<file path="config.mk">
export PLATFORM = sky130hd
export DESIGN_NAME = dmem_arbiter
export DESIGN_NICKNAME = d
export VERILOG_FILES = /design/src/rtl/dmem_arb_pkg.sv /design/src/rtl/dmem_arbiter_rr_arb2.sv /design/src/rtl/dmem_arbiter.sv
export SDC_FILE = /design/constraint.sdc
export NUM_CORES = 1
export LEC_CHECK = 0
export BUFFER_PORTS_ARGS = -buffer_cell sky130_fd_sc_hd__buf_2
export CORE_MARGIN = 4
export CORE_UTILIZATION = 37
export DETAILED_ROUTE_END_ITERATION = 16
export GPL_ROUTABILITY_DRIVEN = 0
export GPL_TIMING_DRIVEN = 0
export HOLD_SLACK_MARGIN = 0.02
export PLACE_DENSITY = 0.83
export SYNTH_ARGS = -nofsm -noshare
export SYNTH_HDL_FRONTEND = slang
export SYNTH_HIERARCHICAL = 1
export SYNTH_SLANG_ARGS = --single-unit
</file>
<file path="constraint.sdc">
create_clock -name clk -period 1.5 [get_ports clk]
set_input_delay 0.45 -clock clk [delete_from_list [all_inputs] [get_ports clk]]
set_output_delay 0.45 -clock clk [all_outputs]
set_load 0.03 [all_outputs]
</file>
<file path="src/rtl/dmem_arb_pkg.sv">
// Shared types and defaults for the data-memory arbiter slice.
package dmem_arb_pkg;

    localparam int unsigned DEF_ADDR_W = 32;
    localparam int unsigned DEF_DATA_W = 32;
    localparam int unsigned DEF_MEM_AW = 16;

    typedef enum logic [1:0] {
        ST_IDLE   = 2'd0,
        ST_ACCESS = 2'd1,
        ST_RESP   = 2'd2
    } state_t;

    function automatic logic [1:0] owner_onehot(input logic owner);
        return owner ? 2'b10 : 2'b01;
    endfunction

endpackage

</file>
<file path="src/rtl/dmem_arbiter_rr_arb2.sv">
// Combinational two-way round-robin picker; rr names the requester favoured on a tie.
module rr_arb2 (
    input  logic [1:0] valid,
    input  logic       rr,
    output logic [1:0] grant
);

    logic [1:0] grant_s;

    // Pick the single valid requester, or the one favoured by rr when both are valid.
    always_comb begin
        grant_s = 2'b00;
        case (valid)
            2'b01:   grant_s = 2'b01;
            2'b10:   grant_s = 2'b10;
            2'b11:   grant_s = rr ? 2'b10 : 2'b01;
            default: grant_s = 2'b00;
        endcase
    end

    assign grant = grant_s;

endmodule

</file>
<file path="src/rtl/dmem_arbiter.sv">
// Round-robin sequencer sharing the single-port data memory between the LSU (0) and the loader (1).
module dmem_arbiter
    import dmem_arb_pkg::*;
#(
    parameter int unsigned ADDR_W = DEF_ADDR_W,
    parameter int unsigned DATA_W = DEF_DATA_W,
    parameter int unsigned MEM_AW = DEF_MEM_AW
) (
    input  logic                clk,
    input  logic                rst_n,
    input  logic [1:0]          req_valid,
    output logic [1:0]          req_ready,
    input  logic [1:0]          req_we,
    input  logic [2*ADDR_W-1:0] req_addr,
    input  logic [2*DATA_W-1:0] req_wdata,
    output logic [1:0]          rsp_valid,
    output logic                rsp_err,
    output logic [DATA_W-1:0]   rsp_rdata,
    output logic                mem_read,
    output logic                mem_write,
    output logic [ADDR_W-1:0]   mem_addr,
    output logic [DATA_W-1:0]   mem_in,
    input  logic [DATA_W-1:0]   mem_out
);

    state_t              state_r;
    logic                rr_r;
    logic                owner_r;
    logic                we_r;
    logic                err_r;
    logic [ADDR_W-1:0]   addr_r;
    logic [DATA_W-1:0]   wdata_r;
    logic                mem_read_r;
    logic                mem_write_r;
    logic [1:0]          rsp_valid_r;
    logic                rsp_err_r;
    logic                rd_en_r;

    logic                arb_en_s;
    logic [1:0]          grant_s;
    logic [1:0]          ready_s;
    logic                accept_s;
    logic                sel_owner_s;
    logic                sel_we_s;
    logic [ADDR_W-1:0]   sel_addr_s;
    logic [DATA_W-1:0]   sel_wdata_s;
    logic                sel_err_s;

    rr_arb2 u_rr_arb2 (
        .valid (req_valid),
        .rr    (rr_r),
        .grant (grant_s)
    );

    // Arbitration is only open while no access is in flight (IDLE or the response cycle).
    always_comb begin
        arb_en_s = 1'b0;
        case (state_r)
            ST_IDLE:   arb_en_s = 1'b1;
            ST_RESP:   arb_en_s = 1'b1;
            ST_ACCESS: arb_en_s = 1'b0;
            default:   arb_en_s = 1'b0;
        endcase
    end

    assign ready_s     = arb_en_s ? grant_s : 2'b00;
    assign accept_s    = |(req_valid & ready_s);
    assign sel_owner_s = ready_s[1];

    // Route the winning requester's command fields and classify its address.
    always_comb begin
        sel_we_s    = 1'b0;
        sel_addr_s  = {ADDR_W{1'b0}};
        sel_wdata_s = {DATA_W{1'b0}};
        if (sel_owner_s) begin
            sel_we_s    = req_we[1];
            sel_addr_s  = req_addr[2*ADDR_W-1:ADDR_W];
            sel_wdata_s = req_wdata[2*DATA_W-1:DATA_W];
        end else begin
            sel_we_s    = req_we[0];
            sel_addr_s  = req_addr[ADDR_W-1:0];
            sel_wdata_s = req_wdata[DATA_W-1:0];
        end
        sel_err_s = ((sel_addr_s >> MEM_AW) != {ADDR_W{1'b0}});
    end

    // Sequencer: accept -> one memory access cycle -> one response cycle (may overlap next accept).
    always_ff @(posedge clk or negedge rst_n) begin
        if (!rst_n) begin
            state_r     <= ST_IDLE;
            rr_r        <= 1'b0;
            owner_r     <= 1'b0;
            we_r        <= 1'b0;
            err_r       <= 1'b0;
            addr_r      <= {ADDR_W{1'b0}};
            wdata_r     <= {DATA_W{1'b0}};
            mem_read_r  <= 1'b0;
            mem_write_r <= 1'b0;
            rsp_valid_r <= 2'b00;
            rsp_err_r   <= 1'b0;
            rd_en_r     <= 1'b0;
        end else begin
            case (state_r)
                ST_IDLE, ST_RESP: begin
                    rsp_valid_r <= 2'b00;
                    rsp_err_r   <= 1'b0;
                    rd_en_r     <= 1'b0;
                    if (accept_s) begin
                        owner_r     <= sel_owner_s;
                        we_r        <= sel_we_s;
                        err_r       <= sel_err_s;
                        addr_r      <= sel_addr_s;
                        wdata_r     <= sel_wdata_s;
                        rr_r        <= ~sel_owner_s;
                        // Strobes are registered here so they are live for the whole ACCESS cycle.
                        mem_read_r  <= ~sel_we_s & ~sel_err_s;
                        mem_write_r <= sel_we_s & ~sel_err_s;
                        state_r     <= ST_ACCESS;
                    end else begin
                        mem_read_r  <= 1'b0;
                        mem_write_r <= 1'b0;
                        state_r     <= ST_IDLE;
                    end
                end
                ST_ACCESS: begin
                    mem_read_r  <= 1'b0;
                    mem_write_r <= 1'b0;
                    rsp_valid_r <= owner_onehot(owner_r);
                    rsp_err_r   <= err_r;
                    rd_en_r     <= ~err_r & ~we_r;
                    state_r     <= ST_RESP;
                end
                default: begin
                    mem_read_r  <= 1'b0;
                    mem_write_r <= 1'b0;
                    rsp_valid_r <= 2'b00;
                    rsp_err_r   <= 1'b0;
                    rd_en_r     <= 1'b0;
                    state_r     <= ST_IDLE;
                end
            endcase
        end
    end

    assign req_ready = ready_s;
    assign mem_read  = mem_read_r;
    assign mem_write = mem_write_r;
    assign mem_addr  = addr_r;
    assign mem_in    = wdata_r;
    assign rsp_valid = rsp_valid_r;
    assign rsp_err   = rsp_err_r;
    // Memory registers its read data on the edge closing ACCESS, so it is passed through, gated by a registered qualifier.
    assign rsp_rdata = rd_en_r ? mem_out : {DATA_W{1'b0}};

endmodule

</file>
Word-level counts from Yosys, hierarchy flattened
Cells that the tools add are included.
Widths: inputs -> output; s select.
{"block": "totals", "regBits": 76, "input_bits": 166, "out_inout_bits": 103, "wordCells": 49}
{"block": "op_classes", "eq_ne": 5, "n_mux": 18, "n_bitwise": 9, "n_reduce_logical": 5}
{"cell": "$mux 32", "count": 3}
{"cell": "$reduce_bool 32->1", "count": 1}
{"cell": "$mux 1", "count": 9}
{"cell": "$mux 2", "count": 4}
{"cell": "$eq 2x2->1 const B", "count": 3}
{"cell": "$pmux 2 s3", "count": 1}
{"cell": "$not 1->1", "count": 5}
{"cell": "$eq 2x1->1 const B", "count": 2}
{"cell": "$pmux 2 s2", "count": 1}
{"cell": "$reduce_or 2->1", "count": 2}
{"cell": "$and 1x1->1", "count": 3}
{"cell": "$and 2x2->2", "count": 1}
{"cell": "$logic_not 2->1", "count": 1}
{"cell": "$reduce_and 2->1", "count": 1}

Logic depth before layout (Yosys ltp)
Gate-level depths: netlist of run 1.
{"block": "logic_depth", "ltp_word": 10, "mapped_depth": 9, "ltp_nobuf": 7}

By module
Netlist of run 1, hierarchy kept.
{"module": "dmem_arbiter", "n_inst": 1, "cells_each": 387, "area_each_um2": 3671.0, "seq_area_each_um2": 1901.8}
{"module": "rr_arb2", "n_inst": 1, "cells_each": 3, "area_each_um2": 18.8, "seq_area_each_um2": 0.0}

Worst setup path before layout of run 1
Ideal clock, no wire load.
{"block": "synth_timing", "path_kind": "input to output", "start": "input port req_valid[1]", "end": "output port req_ready[1]", "arrival_time_ps": 1221, "t_required_ps": 1050, "slack_ps": -171, "path_stages": 4, "n_path_buf": 1, "cell_sequence": "a21boi_1 > nand2b_1 > clkinv_1 > buf_2"}
{"block": "synth_via", "elab_chain_len": 3, "word_cells_on_any_way": 5, "classes_between": "eq/ne: 3; mux: 2"}
{"item": "from (decl)", "line": "dmem_arbiter.sv:11", "text": "input logic [1:0] req_valid,"}
{"item": "$eq 2x2->1 / $eq 2x1->1 (equally long branches)", "line": "dmem_arbiter_rr_arb2.sv:13", "text": "case (valid)"}
{"item": "$pmux 2 s3 *", "line": "dmem_arbiter_rr_arb2.sv:13"}
{"item": "$mux 2 *", "line": "dmem_arbiter.sv:66", "text": "assign ready_s = arb_en_s ? grant_s : 2'b00;"}
{"item": "to (decl)", "line": "dmem_arbiter.sv:12", "text": "output logic [1:0] req_ready,"}
Mark *: on every way between the ends. The rest lies on a longest branch, timed or not.

Final worst setup path of run 1
{"block": "layout_timing", "start": "register rr_r", "end": "output port req_ready[0]"}
{"block": "layout_via", "elab_chain_len": 3}
{"item": "from (decl)", "line": "dmem_arbiter.sv:27", "text": "logic rr_r;"}
{"item": "from (signal assigned)", "line": "dmem_arbiter.sv:114", "text": "rr_r <= ~sel_owner_s;"}
{"item": "$mux 2", "line": "dmem_arbiter_rr_arb2.sv:16", "text": "2'b11: grant_s = rr ? 2'b10 : 2'b01;"}
{"item": "$pmux 2 s3", "line": "dmem_arbiter_rr_arb2.sv:13"}
{"item": "via grant_s[0]", "line": "dmem_arbiter.sv:40", "text": "logic [1:0] grant_s;"}
{"item": "$mux 2", "line": "dmem_arbiter.sv:66"}
The timed path passes the listed nets, and every way through them passes these cells.

==> results of run 1 <==
layer usage:
metal	GRT usage (%)	vias up
li1	-	1991
met1	26.3	2159
met2	42.5	310
met3	4.32	71
met4	12.1	0
met5	0	-
sequential cells by signal, indices dropped and copies added, names as in the netlist:
register / cells
err_r: 1
we_r: 1
state_r: 2
rsp_err: 1
owner_r: 1
rd_en_r: 1
rsp_valid: 2
rr_r: 1
mem_in: 32
mem_read: 1
mem_addr: 32
mem_write: 1
final cells by class:
class                      instances  area, µm²  share of cell area (%)
clock inverter                     2       10.0                   0.149
inverter                           4       40.0                   0.598
sequential                        76       1900                    28.4
timing repair buffer             298       1970                    29.4
timing repair inverter             1       8.76                   0.131
multi-input combinational        280       2130                    31.8
tap                              133        166                    2.49
buffer                            27        314                    4.69
clock buffer                      13        159                    2.37
logic make-up (layout without fill, tap and decap cells):
group                  after synthesis  after routing
AOI/OAI and AO/OA                   73             73
buffers and inverters               34            345
DFF                                 76             76
and+or+nand+nor                    207            207
worst max-delay path, stage by stage, from the launching register on:
cell and delay [ns]:
dfrtp_1 0.41, buf_6 0.13, a21boi_4 0.15, nor2b_4 0.16, buf_6 0.14
path summary, 6_finish.rpt:
check                          endpoint           from  slack, ns
max in group asynchronous       rd_en_r          rst_n       0.88
setup / recovery           req_ready[0]           rr_r      -0.27
min in group clk             mem_in[30]  req_wdata[62]       0.32
setup reg to reg            mem_addr[7]           rr_r      -0.24
hold / removal              mem_addr[1]          rst_n       0.04
hold reg to reg            rsp_valid[0]        owner_r       0.45
through the flow:
step                      cell area, µm²  setup TNS (ns)
after floorplan                     3720         -0.0603
after global placement              5230          -65.74
after detailed placement            5260          -29.44
after CTS                           5890          -19.75
after global routing                6700          -24.99
final                               6700          -19.19
layout by cell type, fill, tap and decap left out, drive strengths merged, types with 3 or more instances in the layout:
cell    instances
buf           306
nand2          84
dfrtp          76
nand3b         50
a22oi          48
and2           34
clkbuf         32
nor2           20
a31oi          16
nor4            6
clkinv          4
nor3            3
nand3           3
a21oi           3
inv             3
power by group through the flow:
stage	sequential, µW	combinational, µW	clock [µW]
floorplan	4610	1220	0
global placement	3180	3980	0
detailed placement	3220	4070	0
CTS	3180	4230	1420
global route	3350	5390	1520
finish	3260	5110	1400
timing repair:
action / CTS / global route
buffers inserted: 4 / 15
gates cloned: 3 / 8
setup endpoints to repair: 105 / 105
hold buffers: 0 / 0
resized for setup: 135 / 108
pin swaps: 3 / 34
==> metrics, run 1 <==
# fillers=750; RSZ-0062 raised after global routing=true; fin crit period=1.77 ns; Tot Pwr=9770 µW; initial antenna violation count=0; Die W=108 µm; Reg2Reg Depth=9; Worst-path clk slew=0.08 ns; CP endpoint kind=output port; failing checks=setup timing; top routing layer in use=met4; share of cells above drive strength 1=between 60% and 70%; total track usage=roughly a quarter; switching share of total power=44.2%; Worst Path Required=1.05 ns; Warnings, synthesis=6; Worst Hold Slack=0.0382 ns; static leakage=between 0.003 and 0.004 µW; Worst Path Max Fanout=3; count of cell types in the netlist=28; xor and xnor area share after synthesis=0%; PD cells=1460 nW/µm²; Initial Utilization=37.9%; largest net degree at the start of global routing=49; Synth Register Bits=76; synthesis-to-finish area growth=81.5%; Logic pwr share=a little over half; Post-synth top flop=dfrtp_1; asr flop ratio synth=100%; remaining global-route overflow=0; std cell rows=36; Int Power=between 5000 and 6000 µW; worst IR drop on VDD=0.992 mV; wl on met1=6010 µm; DIE AREA=between 10000 and 15000 µm²; CTS HTree Levels=3; CTS Root Cell=clkbuf_8; Max-Cap Viols=0; Buffers on Ports=268; synthesized area=3690 µm²; Clk pwr share=14.3%; final hold vios=0; EDFF count, synth=0; vias per cell=5.43; CTS max path bufs=2; multiplexer area fraction after synthesis=0%; first-pass GRT wire length=21400 µm; Setup violations, final=about 110; CTS Sinks=76; slew at the pin with the worst max-slew slack=~0.52 ns; switching pwr=4310 µW; post-route ant nets=0; via count=4531; WL met2=around 8600 µm; detailed-route DRC error count=0; Syn Inst Count=390; HP Class=primary input to asynchronous set/reset pin; Core Region=9730 µm²; Tcrit/Tclk final=118%; crit start category=flip-flop; most common cell in the netlist=nand2_1; total wire length=16500 µm; largest family of logic cells by synthesized area=simple AND/OR/NAND/NOR gates; post-DP HPWL=10600 µm; fin. max-slew vios=0; Slew headroom=between 60% and 70%; nets=around 860; Synth Area in Simple Gates=29.9%; Post-Synth Adder-Cell Area=0%; top cells by count, synth=84 x nand2_1, 76 x dfrtp_1, 50 x nand3b_1, 48 x a22oi_1, 34 x and2_1; Setup Skew=0.0107 ns; # IOs=269; wire per inst=~20 µm; CTS buffer count=9; Cells after DPL=792; initial drt markers=415; Yosys top cell area share=between 50% and 60%; worst skew pair latency=0.33 ns; Synthesized Nets=556; Sequential Power Share=approximately a third; f_max=0.565 GHz; DP Worst Slack=-0.477 ns; sequential share of the synthesized area=51.5%; vias in the first global route=~4200; Worst EP arrival=roughly 1.3 ns; main area contributors after synthesis=dfrtp_1 52%, nand3b_1 10%, a22oi_1 9.8%, nand2_1 8.5%, and2_1 5.8%; Mean Syn Cell Area=9.46 µm²; Worst Setup Path Type=flip-flop to output port; overall die height=108 µm; post-synthesis compound-gate area fraction=14.2%; CTS tree=yes; drt first pass iters=5; Worst Slack Setup Final=-0.269 ns; Ant. Diodes=0; Final Core Density=68.8%; outcome=finished with violations; Synth area leader=dfrtp_1; metal3 WL=1060 µm; Finished Layout Cells=834
No activity file was read; power rests on OpenSTA's default activity.
==> run 2, diff against run 1 <==
--- a/config.mk
+++ b/config.mk
@@ -5,14 +5,15 @@
 export SDC_FILE = /design/constraint.sdc
 export NUM_CORES = 1
 export LEC_CHECK = 0
+export ABC_AREA = 1
 export BUFFER_PORTS_ARGS = -buffer_cell sky130_fd_sc_hd__buf_2
 export CORE_MARGIN = 4
-export CORE_UTILIZATION = 37
+export CORE_UTILIZATION = 38
 export DETAILED_ROUTE_END_ITERATION = 16
 export GPL_ROUTABILITY_DRIVEN = 0
 export GPL_TIMING_DRIVEN = 0
 export HOLD_SLACK_MARGIN = 0.02
-export PLACE_DENSITY = 0.83
+export PLACE_DENSITY = 0.84
 export SYNTH_ARGS = -nofsm -noshare
 export SYNTH_HDL_FRONTEND = slang
 export SYNTH_HIERARCHICAL = 1
==> run 2 against run 1 <==
  * Core utilization decreased by 0.77 points
  * Critical path depth rose by 1
  * Worst setup slack lost 0.094 ns
  * Synthesized area up 5.1%
  * Non-clock buffer count is 3 higher
  * Clock skew grew 0.0036 ns
  * Power up 17%
  * Clock power grew 18%
  * The run still ends with setup timing left
  * Sequential cell count did not move
  * Design area rose by 0.26%
==> metrics, run 2 <==
wire per inst=20.1 µm (was 19.8 µm); HP Class=primary input to asynchronous set/reset pin (unchanged); Logic pwr share=55.0% (was 52.3%); Die W=109 µm (was 108 µm); Synth Area in Simple Gates=37.7% (was 29.9%); vias in the first global route=4622 (was 4231); most used cell, CP=buf_8 (was buf_6); Yosys top cell area share=49.1% (was 51.5%); RSZ-0062 raised after global routing=true (unchanged); Worst-path clk slew=0.09 ns (was 0.08 ns); final hold vios=0 (unchanged); Worst Setup Path Type=flip-flop to output port (unchanged); drt first pass iters=5 (unchanged); # IOs=269 (unchanged); # fillers=789 (was 750); CTS max path bufs=2 (unchanged); largest net degree at the start of global routing=44 (was 49); Slew headroom=68.6% (was 64.8%); Setup violations, final=104 (was 105); Post-synth top flop=dfrtp_1 (unchanged); detailed-route DRC error count=0 (unchanged); worst skew pair latency=0.35 ns (was 0.33 ns); Reg2Reg Depth=13 (was 9); CTS buffer count=9 (unchanged); Mean Syn Cell Area=7.59 µm² (was 9.46 µm²); sequential share of the synthesized area=49.1% (was 51.5%); Worst Slack Setup Final=-0.363 ns (was -0.269 ns); static leakage=0.00386 µW (was 0.00332 µW); Critical Path Max Stage Delay=0.44 ns (was 0.41 ns); Int Power=5900 µW (was 5450 µW); post-synthesis compound-gate area fraction=3.03% (was 14.2%); std cell rows=36 (unchanged); multi-input logic area=1940 µm² (was 2130 µm²); FF+latch area=1900 µm² (unchanged); Tot Pwr=11400 µW (was 9770 µW); Synthesized Nets=677 (was 556); total wire length=19200 µm (was 16500 µm); f_max=0.537 GHz (was 0.565 GHz); worst reg2reg startpoint=rr_r (unchanged); Warnings, synthesis=6 (unchanged); DIE AREA=11900 µm² (was 11600 µm²); Max-Cap Viols=0 (unchanged); Worst Path Max Fanout=5 (was 3); Buffers on Ports=268 (unchanged); outcome=finished with violations (unchanged); most common cell after layout, fill and taps aside=buf_2 (unchanged); post-route ant nets=0 (unchanged); nets=982 (was 863); initial antenna violation count=1 (was 0); CP endpoint kind=output port (unchanged); share of cells above drive strength 1=56.0% (was 61.1%); remaining global-route overflow=0 (unchanged); total track usage=26.4% (was 23.6%); most frequent cells in the layout=237 x buf_2, 145 x nand3_1, 88 x nand2_1, 75 x dfrtp_1, 44 x buf_6 (was 234 x buf_2, 83 x nand2_1, 75 x dfrtp_1, 50 x nand3b_1, 39 x buf_6); overall die height=109 µm (was 108 µm); Worst EP arrival=1.41 ns (was 1.32 ns); switching share of total power=48.4% (was 44.2%); Sequential Power Share=30.5% (was 33.4%); Post-Synth Adder-Cell Area=0% (unchanged); Synth Register Bits=76 (unchanged); flop-to-flop setup slack=-0.28 ns (was -0.24 ns); Core Region=9860 µm² (was 9730 µm²); CTS Sinks=76 (unchanged); Reg-to-Reg End=err_r (was mem_addr[7]); failing checks=setup timing (unchanged); post-DP HPWL=10500 µm (was 10600 µm); first-pass GRT wire length=23900 µm (was 21400 µm); EDFF count, synth=0 (unchanged); Worst Path Required=1.05 ns (about the same); switching pwr=5540 µW (was 4310 µW); fin crit period=1.86 ns (was 1.77 ns); Setup Skew=0.0143 ns (was 0.0107 ns); most common cell in the netlist=nand3_1 (was nand2_1); Worst Hold Slack=0.0515 ns (was 0.0382 ns); multiplexer area fraction after synthesis=0% (unchanged); xor and xnor area share after synthesis=0% (unchanged); main area contributors after synthesis=dfrtp_1 49%, nand3_1 19%, nand2_1 13%, inv_1 5.1%, buf_2 1.9% (was dfrtp_1 52%, nand3b_1 10%, a22oi_1 9.8%, nand2_1 8.5%, and2_1 5.8%); slew at the pin with the worst max-slew slack=0.472 ns (was 0.525 ns); fin. max-slew vios=0 (unchanged); CTS HTree Levels=3 (unchanged); Slowest-stage cell, CP=dfrtp_2 (was dfrtp_1); initial drt markers=707 (was 415); CTS Root Cell=clkbuf_8 (unchanged); via count=5214 (was 4531); crit start category=flip-flop (unchanged); Initial Utilization=39.3% (was 37.9%); asr flop ratio synth=100% (unchanged); CTS tree=yes (unchanged); CP Cell Sequence=buf_6 > buf_8 > nand2_4 > inv_4 > buf_8 (was buf_6 > a21boi_4 > nor2b_4 > buf_6); top cells by count, synth=148 x nand3_1, 138 x nand2_1, 76 x dfrtp_1, 53 x inv_1, 18 x nor2_1 (was 84 x nand2_1, 76 x dfrtp_1, 50 x nand3b_1, 48 x a22oi_1, 34 x and2_1); PD cells=1700 nW/µm² (was 1460 nW/µm²); largest family of logic cells by synthesized area=simple AND/OR/NAND/NOR gates (unchanged); vias per cell=5.45 (was 5.43); synthesis-to-finish area growth=73.2% (was 81.5%); count of cell types in the netlist=25 (was 28); Tcrit/Tclk final=124% (was 118%); Clk pwr share=14.4% (was 14.3%); worst IR drop on VDD=1.36 mV (was 0.992 mV); synthesized area=3880 µm² (was 3690 µm²); hold-fix buffers at CTS=0 (unchanged); Syn Inst Count=511 (was 390); Synth area leader=dfrtp_1 (unchanged)
## run 2: cell types whose count changed after synthesis, sizes merged, moves of 6 or more
cell	before	now
o21ai	0	14
and2	34	0
a22oi	48	0
a31oi	16	5
nand3	3	149
nand2	84	144
nor4	6	0
inv	3	56
nand3b	50	4
## run 2: layout make-up
| type | count | area share, % |
|---|---|---|
| inverter | 56 | 3.58 |
| timing repair buffer | 297 | 28.5 |
| tap | 133 | 2.48 |
| multi-input combinational | 345 | 28.9 |
| clock inverter | 6 | 1.06 |
| buffer | 31 | 4.98 |
| clock buffer | 10 | 2.05 |
| sequential | 76 | 28.3 |
| antenna | 2 | 0.0745 |
## run 2: kinds of logic after synthesis
family | count (synthesis)
AND/OR/NAND/NOR | 323
buffers and inverters | 91
flip-flops | 76
AO/OA/AOI/OAI | 21
## run 2: how the worst max path moves through the flow
| stage | from | endpoint | depth (start not counted) |
|---|---|---|---|
| floorplan | req_valid[0] | req_ready[1] | 8 |
| global placement | req_valid[0] | req_ready[1] | 10 |
| detailed placement | req_valid[0] | req_ready[1] | 10 |
| CTS | rr_r | req_ready[1] | 8 |
| global route | rd_en_r | rsp_rdata[9] | 5 |
| finish | rd_en_r | rsp_rdata[9] | 5 |
## run 2: critical path, delay by kind of cell, from the launching register on
| family | cells | cell delay, ns |
|---|---|---|
| flip-flops | 1 | 0.44 |
| buffers and inverters | 4 | 0.56 |
| AND/OR/NAND/NOR | 1 | 0.06 |
## run 2: through the flow
stage	TNS, ns	cells	area [µm²]	utilization, %	setup WS, ns
6_report	-17.93	956	6710	68.1	-0.363
3_5_place_dp	-35.85	913	5440	55.2	-0.621
3_3_place_gp	-75.59	912	5420	54.9	-0.608
2_1_floorplan	-0.104	511	3910	-	-0.103
5_1_grt	-25.09	955	6710	68.0	-0.424
4_1_cts	-17.35	944	6270	63.5	-0.371
## run 2: per-layer routing
layer  vias up  global-route usage (%)  wire length [µm]
met5         -                       0                 0
met4         0                    15.6              1440
met3       110                    7.99              2280
met2       379                    42.8              9070
met1      2462                    30.7              6420
li1       2263                       -                 -
## run 2: power by group through the flow
stage | logic [µW] | registers [µW] | clock network (µW)
after detailed placement | 5390 | 3470 | 0
after CTS | 5780 | 3450 | 1660
after global routing | 6740 | 3580 | 1770
after global placement | 5320 | 3440 | 0
final | 6300 | 3490 | 1650
after floorplan | 1820 | 5200 | 0
## run 2: repair_timing
action                                  4_1_cts  5_1_grt
buffers inserted                             11       12
pin swaps                                     6       10
cloned                                        4        2
resized for setup                           187      106
endpoints found under the setup margin      105      105
